--- src/rtl/lsu_gen2.sv ---
// Load/store unit: one LDR/STR per core REQUEST phase, with a valid/ready memory handshake.
// Optional feature: define LSU_TIMEOUT_EN to abort accesses that wait TIMEOUT_CYCLES without a ready.
module lsu_gen2 #(
    parameter int DATA_WIDTH     = 8,
    parameter int ADDR_WIDTH     = 8,
    parameter int TIMEOUT_CYCLES = 16
) (
    input  logic                  clk,
    input  logic                  reset,
    input  logic                  enable,
    input  logic [2:0]            core_state,
    input  logic                  decoded_mem_read_enable,
    input  logic                  decoded_mem_write_enable,
    input  logic [DATA_WIDTH-1:0] rs,
    input  logic [DATA_WIDTH-1:0] rt,
    input  logic [DATA_WIDTH-1:0] decoded_offset,
    input  logic                  mem_read_ready,
    input  logic                  mem_write_ready,
    input  logic [DATA_WIDTH-1:0] mem_read_data,
    output logic                  mem_read_valid,
    output logic                  mem_write_valid,
    output logic [ADDR_WIDTH-1:0] mem_read_address,
    output logic [ADDR_WIDTH-1:0] mem_write_address,
    output logic [DATA_WIDTH-1:0] mem_write_data,
    output logic [DATA_WIDTH-1:0] lsu_out,
    output logic [1:0]            lsu_state,
    output logic                  lsu_error
);
    localparam logic [2:0] CORE_REQUEST = 3'b011;
    localparam logic [2:0] CORE_UPDATE  = 3'b110;

    typedef enum logic [1:0] {IDLE = 2'd0, REQUESTING = 2'd1, WAITING = 2'd2, DONE = 2'd3} state_t;

    state_t                state;
    logic                  is_write;
    logic [DATA_WIDTH-1:0] eff_sum;
    logic [ADDR_WIDTH-1:0] eff_addr;

    // Address arithmetic wraps at DATA_WIDTH, then is resized to the memory address width.
    assign eff_sum   = rs + decoded_offset;
    assign eff_addr  = ADDR_WIDTH'(eff_sum);
    assign lsu_state = state;

`ifdef LSU_TIMEOUT_EN
    localparam int CNT_W = $clog2(TIMEOUT_CYCLES + 1);
    logic [CNT_W-1:0] wait_cnt;
    logic             err_q;
    assign lsu_error = err_q;
`else
    assign lsu_error = 1'b0;
`endif

    always_ff @(posedge clk) begin
        if (reset) begin
            state             <= IDLE;
            is_write          <= 1'b0;
            mem_read_valid    <= 1'b0;
            mem_write_valid   <= 1'b0;
            mem_read_address  <= '0;
            mem_write_address <= '0;
            mem_write_data    <= '0;
            lsu_out           <= '0;
`ifdef LSU_TIMEOUT_EN
            wait_cnt          <= '0;
            err_q             <= 1'b0;
`endif
        end else if (enable) begin
            case (state)
                IDLE: begin
                    if (core_state == CORE_REQUEST &&
                        (decoded_mem_read_enable || decoded_mem_write_enable))
                        state <= REQUESTING;
                end
                REQUESTING: begin
`ifdef LSU_TIMEOUT_EN
                    wait_cnt <= '0;
`endif
                    // Read wins when both decode enables are set.
                    if (decoded_mem_read_enable) begin
                        mem_read_address <= eff_addr;
                        mem_read_valid   <= 1'b1;
                        is_write         <= 1'b0;
                        state            <= WAITING;
                    end else if (decoded_mem_write_enable) begin
                        mem_write_address <= eff_addr;
                        mem_write_data    <= rt;
                        mem_write_valid   <= 1'b1;
                        is_write          <= 1'b1;
                        state             <= WAITING;
                    end else begin
                        state <= IDLE;
                    end
                end
                WAITING: begin
                    if (!is_write && mem_read_valid && mem_read_ready) begin
                        lsu_out        <= mem_read_data;
                        mem_read_valid <= 1'b0;
                        state          <= DONE;
                    end else if (is_write && mem_write_valid && mem_write_ready) begin
                        mem_write_valid <= 1'b0;
                        state           <= DONE;
                    end
`ifdef LSU_TIMEOUT_EN
                    else if (wait_cnt == CNT_W'(TIMEOUT_CYCLES - 1)) begin
                        mem_read_valid  <= 1'b0;
                        mem_write_valid <= 1'b0;
                        err_q           <= 1'b1;
                        state           <= DONE;
                    end else begin
                        wait_cnt <= wait_cnt + 1'b1;
                    end
`endif
                end
                DONE: begin
                    if (core_state == CORE_UPDATE) begin
                        state <= IDLE;
`ifdef LSU_TIMEOUT_EN
                        err_q <= 1'b0;
`endif
                    end
                end
                default: state <= IDLE;
            endcase
        end
    end
endmodule

--- config.mk ---
export PLATFORM = sky130hd
export DESIGN_NAME = lsu_gen2
export DESIGN_NICKNAME = d
export VERILOG_FILES = /design/src/rtl/lsu_gen2.sv
export SDC_FILE = /design/constraint.sdc
export NUM_CORES = 1
export LEC_CHECK = 0
export CORE_UTILIZATION = 38
export CTS_CLUSTER_SIZE = 20
export DETAILED_ROUTE_END_ITERATION = 8
export PLACE_DENSITY = 0.76
export SLEW_MARGIN = 20
export SYNTH_ARGS = -nofsm -noshare
export SYNTH_HDL_FRONTEND = slang
export SYNTH_SLANG_ARGS = --single-unit
--- constraint.sdc ---
create_clock -name clk -period 1.85 [get_ports clk]
set_input_delay 0.2775 -clock clk [delete_from_list [all_inputs] [get_ports clk]]
set_output_delay 0.2775 -clock clk [all_outputs]
set_load 0.05 [all_outputs]
==> results of run 1 <==
## flip-flops by register name, summed over array words and instances (netlist names), named ones only
| register | count |
|---|---|
| lsu_out | 8 |
| mem_read_address | 8 |
| mem_write_address | 8 |
| mem_write_data | 8 |
| is_write | 1 |
| lsu_state | 1 |
| mem_read_valid | 1 |
| mem_write_valid | 1 |
## worst max-delay path by stage
stage                     slack (ns)                   end              start  cells after the start
after floorplan                 0.02            lsu_out[0]       lsu_state[0]                      7
after global placement         -0.40  mem_write_address[6]              rs[0]                      7
after detailed placement       -0.43  mem_write_address[6]              rs[0]                      7
after CTS                       0.02  mem_write_address[6]  decoded_offset[1]                      6
after global routing           -0.01  mem_write_address[7]              rs[2]                      6
final                           0.06  mem_write_address[6]              rs[2]                      6
## area by class of cell
class | instances | area, um^2
Multi-Input combinational cell | 161 | 1060
Timing Repair Buffer | 102 | 962
Tap cell | 52 | 65.1
Clock buffer | 6 | 72.6
Sequential cell | 37 | 742
Fill cell | 385 | 1540
Inverter | 4 | 15.0
Clock inverter | 2 | 10.0
## cells in the final DEF (no fill, tap or decap), drive strengths merged, types with 3 or more instances in the layout
master         synthesis  routed
clkdlybuf4s50          0      72
dfxtp                 37      37
nand2                 36      36
buf                    6      27
a21oi                 22      22
nor2                  16      16
ha                    12      12
nand3                 10      10
mux2i                  9       9
o21ai                  7       7
clkbuf                 6       6
nand2b                 5       5
inv                    4       4
o211ai                 4       4
or3                    4       4
a31oi                  3       3
nor3                   3       3
dlygate4sd2            0       3
a311oi                 3       3
a211oi                 3       3
## metrics by stage
stage,power [W],hold WS [ns],cells
floorplan,0.000999,0.414,214
global placement,0.00118,0.442,356
detailed placement,0.00118,0.448,356
CTS,0.00172,0.458,364
global route,0.00181,0.489,364
finish,0.00172,0.456,364
## power breakdown
| group | total [W] | internal (W) | switching [W] |
|---|---|---|---|
| Combinational | 0.000372 | 0.000200 | 0.000171 |
| Clock | 0.000535 | 0.000261 | 0.000274 |
| Sequential | 0.000813 | 0.000806 | 0.00000735 |
| Total | 0.00172 | 0.00127 | 0.000453 |
## worst reg2reg max path, delay by kind of cell, from the launching register on
family / cells / cell delay, ns
compound gates: 1 / 0.23
flops: 1 / 0.44
buf+inv: 1 / 0.27
simple gates: 1 / 0.26
fa+ha+maj: 1 / 0.35
## routing by layer
metal	wire length (um)	vias up
li1	-	956
met1	2080	872
met2	2280	59
met3	272	3
met4	25	0
met5	0	-
## cells by family after synthesis
| kind of cell | count (synthesis) | synth area share |
|---|---|---|
| other cells | 1 | 0.00206 |
| fa+ha+maj | 13 | 0.0937 |
| simple gates | 82 | 0.209 |
| xor+xnor | 2 | 0.00964 |
| compound gates | 54 | 0.189 |
| mux | 9 | 0.0496 |
| buf+inv | 16 | 0.0386 |
| flops | 37 | 0.408 |
## timing repair
item,in CTS,in global routing
pin swaps,5,0
resized for setup,5,8
hold buffers,0,0
setup endpoints to repair,4,6
cloned,0,0
## synth_stat cells (2+ instances only)
| master | number | area [um^2] |
|---|---|---|
| a211oi_1 | 3 | 22.5 |
| a21boi_0 | 2 | 15.0 |
| a21oi_1 | 21 | 105 |
| a311oi_1 | 3 | 26.3 |
| a31oi_1 | 3 | 18.8 |
| buf_2 | 5 | 25.0 |
| clkbuf_1 | 6 | 22.5 |
| dfxtp_1 | 37 | 741 |
| ha_1 | 12 | 150 |
| inv_1 | 4 | 15.0 |
| mux2i_1 | 9 | 90.1 |
| nand2_1 | 36 | 135 |
| nand2b_1 | 5 | 31.3 |
| nand3_1 | 10 | 50.1 |
| nor2_1 | 16 | 60.1 |
| nor3_1 | 3 | 15.0 |
| o211ai_1 | 4 | 30.0 |
| o21ai_0 | 7 | 35.0 |
| o311ai_0 | 2 | 17.5 |
| o31ai_1 | 2 | 15.0 |
| or3_1 | 4 | 25.0 |
| xnor2_1 | 2 | 17.5 |
==> impl_metrics.toml, run 1 <==
[run_status]
outcome = "finished, violations left"
violations = "DRC"

[critical_path]
worst-r2r-cell-count = 4
crit_family = "compound AO/OA/AOI/OAI gates"
rrSetupSlack_ns = 0.22
cp.arrival_ns = 1.96
r2r_end = "mem_write_address[6]"
cp-start-kind = "input pin"
cp_max_fo = 4
worst_setup_path_end_kind = "flip-flop"
max_stage_delay_ns = 0.47
critPathBufInv = 1
path_cells = "clkdlybuf4s50_1 > ha_2 > a211o_2 > nor4bb_2 > a311oi_2 > o31ai_1"
critPathSlowestCell = "clkdlybuf4s50_1"
r2r_start = "lsu_state[0]"
setup.worst_path.class = "input pin to flip-flop"
worstPathRequired_ns = 2.02

[synth]
async_flop_share = 0
synthCells = 214
seq_area_frac_synth = 0.408
netlist_area_um2 = 1820
synthDistinctLibCells = 40
synth-edff-count = 0
synth-seq-cells = 37
yosys_warnings = 0
synth_ff_type = "dfxtp_1"
synth_area_per_cell_um2 = 8.49
synth_nets = 269

[cts]
cts_made_buffers = 5
cts_max_level = 2
clkTransAtPathRegs_ns = 0.07
cts.sinks = 37
cts_buffer_depth = 2
clkLatencyLatePin_ns = 0.28
postCtsSetupRepairBufs = 0
cts-root-buf = "clkbuf_8"
cts_tree = "yes"

[timing]
slew_headroom = 0.646
period_needed_ns = 1.79
setup_tns_ns = 0
max_freq_mhz = 557
setup_ws_ns = 0.0553
hold_viol = 0
fin_crit_sh = 0.970
slew_viol_final = 0
worst_pin_slew_ns = 0.529
final-setup-viol-count = 0
skew_ns = 0.00545

[floorplan]
io_pins = 79
die_y_um = 71.1
die_area_um2 = 5060
core_um2 = 4470
fp.dieW_um = 71.1
start_util = 0.406
rows = 24

[placement]
port-buffer-count = 77
gp_congestion = 0.886
dp_slack_ns = -0.434
place_area_um2 = 2800
dp_hpwl_um = 3550

[final_layout]
drive_gt1_frac = 0.160
num_antenna_cells = 0
fin_nets = 366
finalInstanceArea_um2 = 2930
fin_util = 0.655
area_delta_synth_final_pct = 61.4

[global_route]
overflow = 0
gr-usage-met2 = 0.332
antenna_found_initial = 0
top_usage_layer = "met2"
grt_max_degree = 24
grt_use_met3 = 0.0442
met1_usage = 0.246
grt_pass1_wl_um = 7860
grt_pass1_vias = 1786
grtUsageTotal = 0.195

[power_and_ir_drop]
p_per_area_nw_per_um2 = 587
leakagePower_nw = 1.14
ir_worst_vdd_mv = 0.367

[worst_hold_path]
hold_path_class = "flip-flop to flip-flop"
holdPathEnd = "mem_write_address[1]"
min-delay-start = "mem_write_address[1]"
whs_path_depth = 2

[detailed_routing]
dr.pass1.iters = 6
drt_iter0_markers = 78
route.vias.total = 1890
via_per_inst = 5.19
drc = 6
routed_wl_um = 4660
drtAntennaViolNets = 0
avgRoutedWirePerCell_um = 12.8

[job]
max_cap_viol_count = 0
(Power assumes the default switching activity.)
==> run 2: changes to the inputs <==
--- a/config.mk
+++ b/config.mk
@@ -9,6 +9,7 @@
 export CTS_CLUSTER_SIZE = 20
 export DETAILED_ROUTE_END_ITERATION = 8
 export PLACE_DENSITY = 0.76
+export REMOVE_ABC_BUFFERS = 1
 export SLEW_MARGIN = 20
 export SYNTH_ARGS = -nofsm -noshare
 export SYNTH_HDL_FRONTEND = slang
==> impl_metrics.toml, run 2 (synthesis results as in run 1) <==
[run_status]
outcome = "finished, violations left"
violations = "DRC"

[final_layout]
area_delta_synth_final_pct = 62.1
final_cell_mix = "clkdlybuf4s50_1, dfxtp_1, nand2_1, buf_4, a21oi_1"
fin_nets = 369
layout_commonest_cell = "clkdlybuf4s50_1"
drive_gt1_frac = 0.159
num_antenna_cells = 0
instances_no_fill = 366
fillCellCount = 391

[critical_path]
critPathSlowestCell = "fa_2"
setup.worst_path.class = "input pin to flip-flop"
worstPathRequired_ns = 2.02
cp-start-kind = "input pin"
path_cells = "clkdlybuf4s15_1 > ha_2 > fa_2 > a211o_2 > nor4bb_4 > a311oi_2 > o31ai_1"
rrSetupSlack_ns = 0.25
worst_setup_path_end_kind = "flip-flop"
r2r_end = "lsu_out[3]"
cp.arrival_ns = 1.94
cp_max_fo = 2
critPathBufInv = 1
crit_family = "compound AO/OA/AOI/OAI gates"
r2r_start = "lsu_state[0]"
max_stage_delay_ns = 0.40
worst-r2r-cell-count = 6

[worst_hold_path]
min-delay-start = "rs[0]"
whs_path_depth = 4
holdPathEnd = "mem_write_address[0]"
hold_path_class = "input pin to flip-flop"

[cts]
cts-root-buf = "clkbuf_8"
cts_buffer_depth = 2
cts_made_buffers = 5
clkLatencyLatePin_ns = 0.29
cts_max_level = 2
cts_hold_buf = 0
clkTransAtPathRegs_ns = 0.07
cts.sinks = 37
cts_tree = "yes"

[timing]
skew_ns = 0.00423
max_freq_mhz = 566
hold_viol = 0
slew_headroom = 0.654
final-setup-viol-count = 0
setup_ws_ns = 0.0818
fin_crit_sh = 0.956
worst_pin_slew_ns = 0.518
slew_viol_final = 0
period_needed_ns = 1.77

[job]
max_cap_viol_count = 0

[floorplan]
die_area_um2 = 5060
start_util = 0.406
die_y_um = 71.1
core_um2 = 4470
rows = 24
fp.dieW_um = 71.1
io_pins = 79

[detailed_routing]
via_per_inst = 5.19
dr.pass1.iters = 7
routed_wl_um = 4800
route.vias.total = 1900
drc = 6
drt_iter0_markers = 88
avgRoutedWirePerCell_um = 13.1
drtAntennaViolNets = 0

[power_and_ir_drop]
swShare = 0.260
seqPwrFrac = 0.462
p_clk_frac = 0.324
leakagePower_nw = 1.18
p_switching_w = 0.000458
p_per_area_nw_per_um2 = 597
ir_worst_vdd_mv = 0.356
combPwrFrac = 0.214
intPower_w = 0.00130

[placement]
dp_slack_ns = -0.568
dp_cells = 358
port-buffer-count = 77
dp_hpwl_um = 3560
gp_congestion = 0.829

[global_route]
antenna_found_initial = 0
overflow = 0
grt_pass1_vias = 1846
grt_max_degree = 17
grtUsageTotal = 0.197
grt_pass1_wl_um = 7910
run 2: repair_timing:
action,CTS,global route
resized for setup,6,12
buffers inserted,0,1
pin swaps,5,8
endpoints found under the setup margin,6,8
gates cloned,0,0
run 2: worst max-delay path by stage:
stage	end	depth (start not counted)	start
5_1_grt	mem_write_address[7]	7	decoded_offset[4]
2_1_floorplan	mem_write_address[3]	4	lsu_state[0]
3_5_place_dp	mem_write_address[6]	7	rs[0]
3_3_place_gp	mem_write_address[6]	7	rs[0]
4_1_cts	mem_write_address[6]	6	rs[1]
6_report	mem_write_address[6]	7	decoded_offset[0]
run 2: per-stage QoR:
step           utilization  cell area [um^2]  total power [W]  setup TNS (ns)  hold slack [ns]
2_1_floorplan            -              1760         0.000983           -1.74            0.347
3_3_place_gp         0.625              2800          0.00118           -2.87            0.441
3_5_place_dp         0.625              2800          0.00118           -3.19            0.448
4_1_cts              0.647              2890          0.00176               0            0.458
5_1_grt              0.658              2950          0.00184         -0.0116            0.473
6_report             0.658              2950          0.00176               0            0.442
run 2: worst register-to-register path, cell delays in order (launching register included):
cell,delay [ns]
dfxtp_1,0.37
inv_1,0.12
ha_1,0.25
nand2_1,0.07
or3_4,0.42
mux2i_1,0.20
nor2_1,0.06
run 2: layout make-up:
type	count	area, um^2	share of cell area
Clock buffer	6	82.6	0.0280
Clock inverter	1	7.51	0.00255
Inverter	4	15.0	0.00510
Multi-Input combinational cell	161	1060	0.359
Sequential cell	37	741	0.251
Tap cell	52	65.1	0.0221
Timing Repair Buffer	105	977	0.332
run 2: routing by layer:
metal / global-route usage / wire (um) / vias up
li1: - / - / 955
met1: 0.239 / 2160 / 880
met2: 0.339 / 2300 / 58
met3: 0.0484 / 276 / 7
met4: 0.0667 / 65 / 0
met5: 0 / 0 / -
run 2: power groups by stage:
stage	Sequential (W)	Combinational [W]	Clock, W
6_report	0.000813	0.000376	0.000570
4_1_cts	0.000813	0.000356	0.000589
2_1_floorplan	0.000861	0.000122	0
5_1_grt	0.000814	0.000406	0.000622
3_5_place_dp	0.000831	0.000352	0
3_3_place_gp	0.000831	0.000347	0
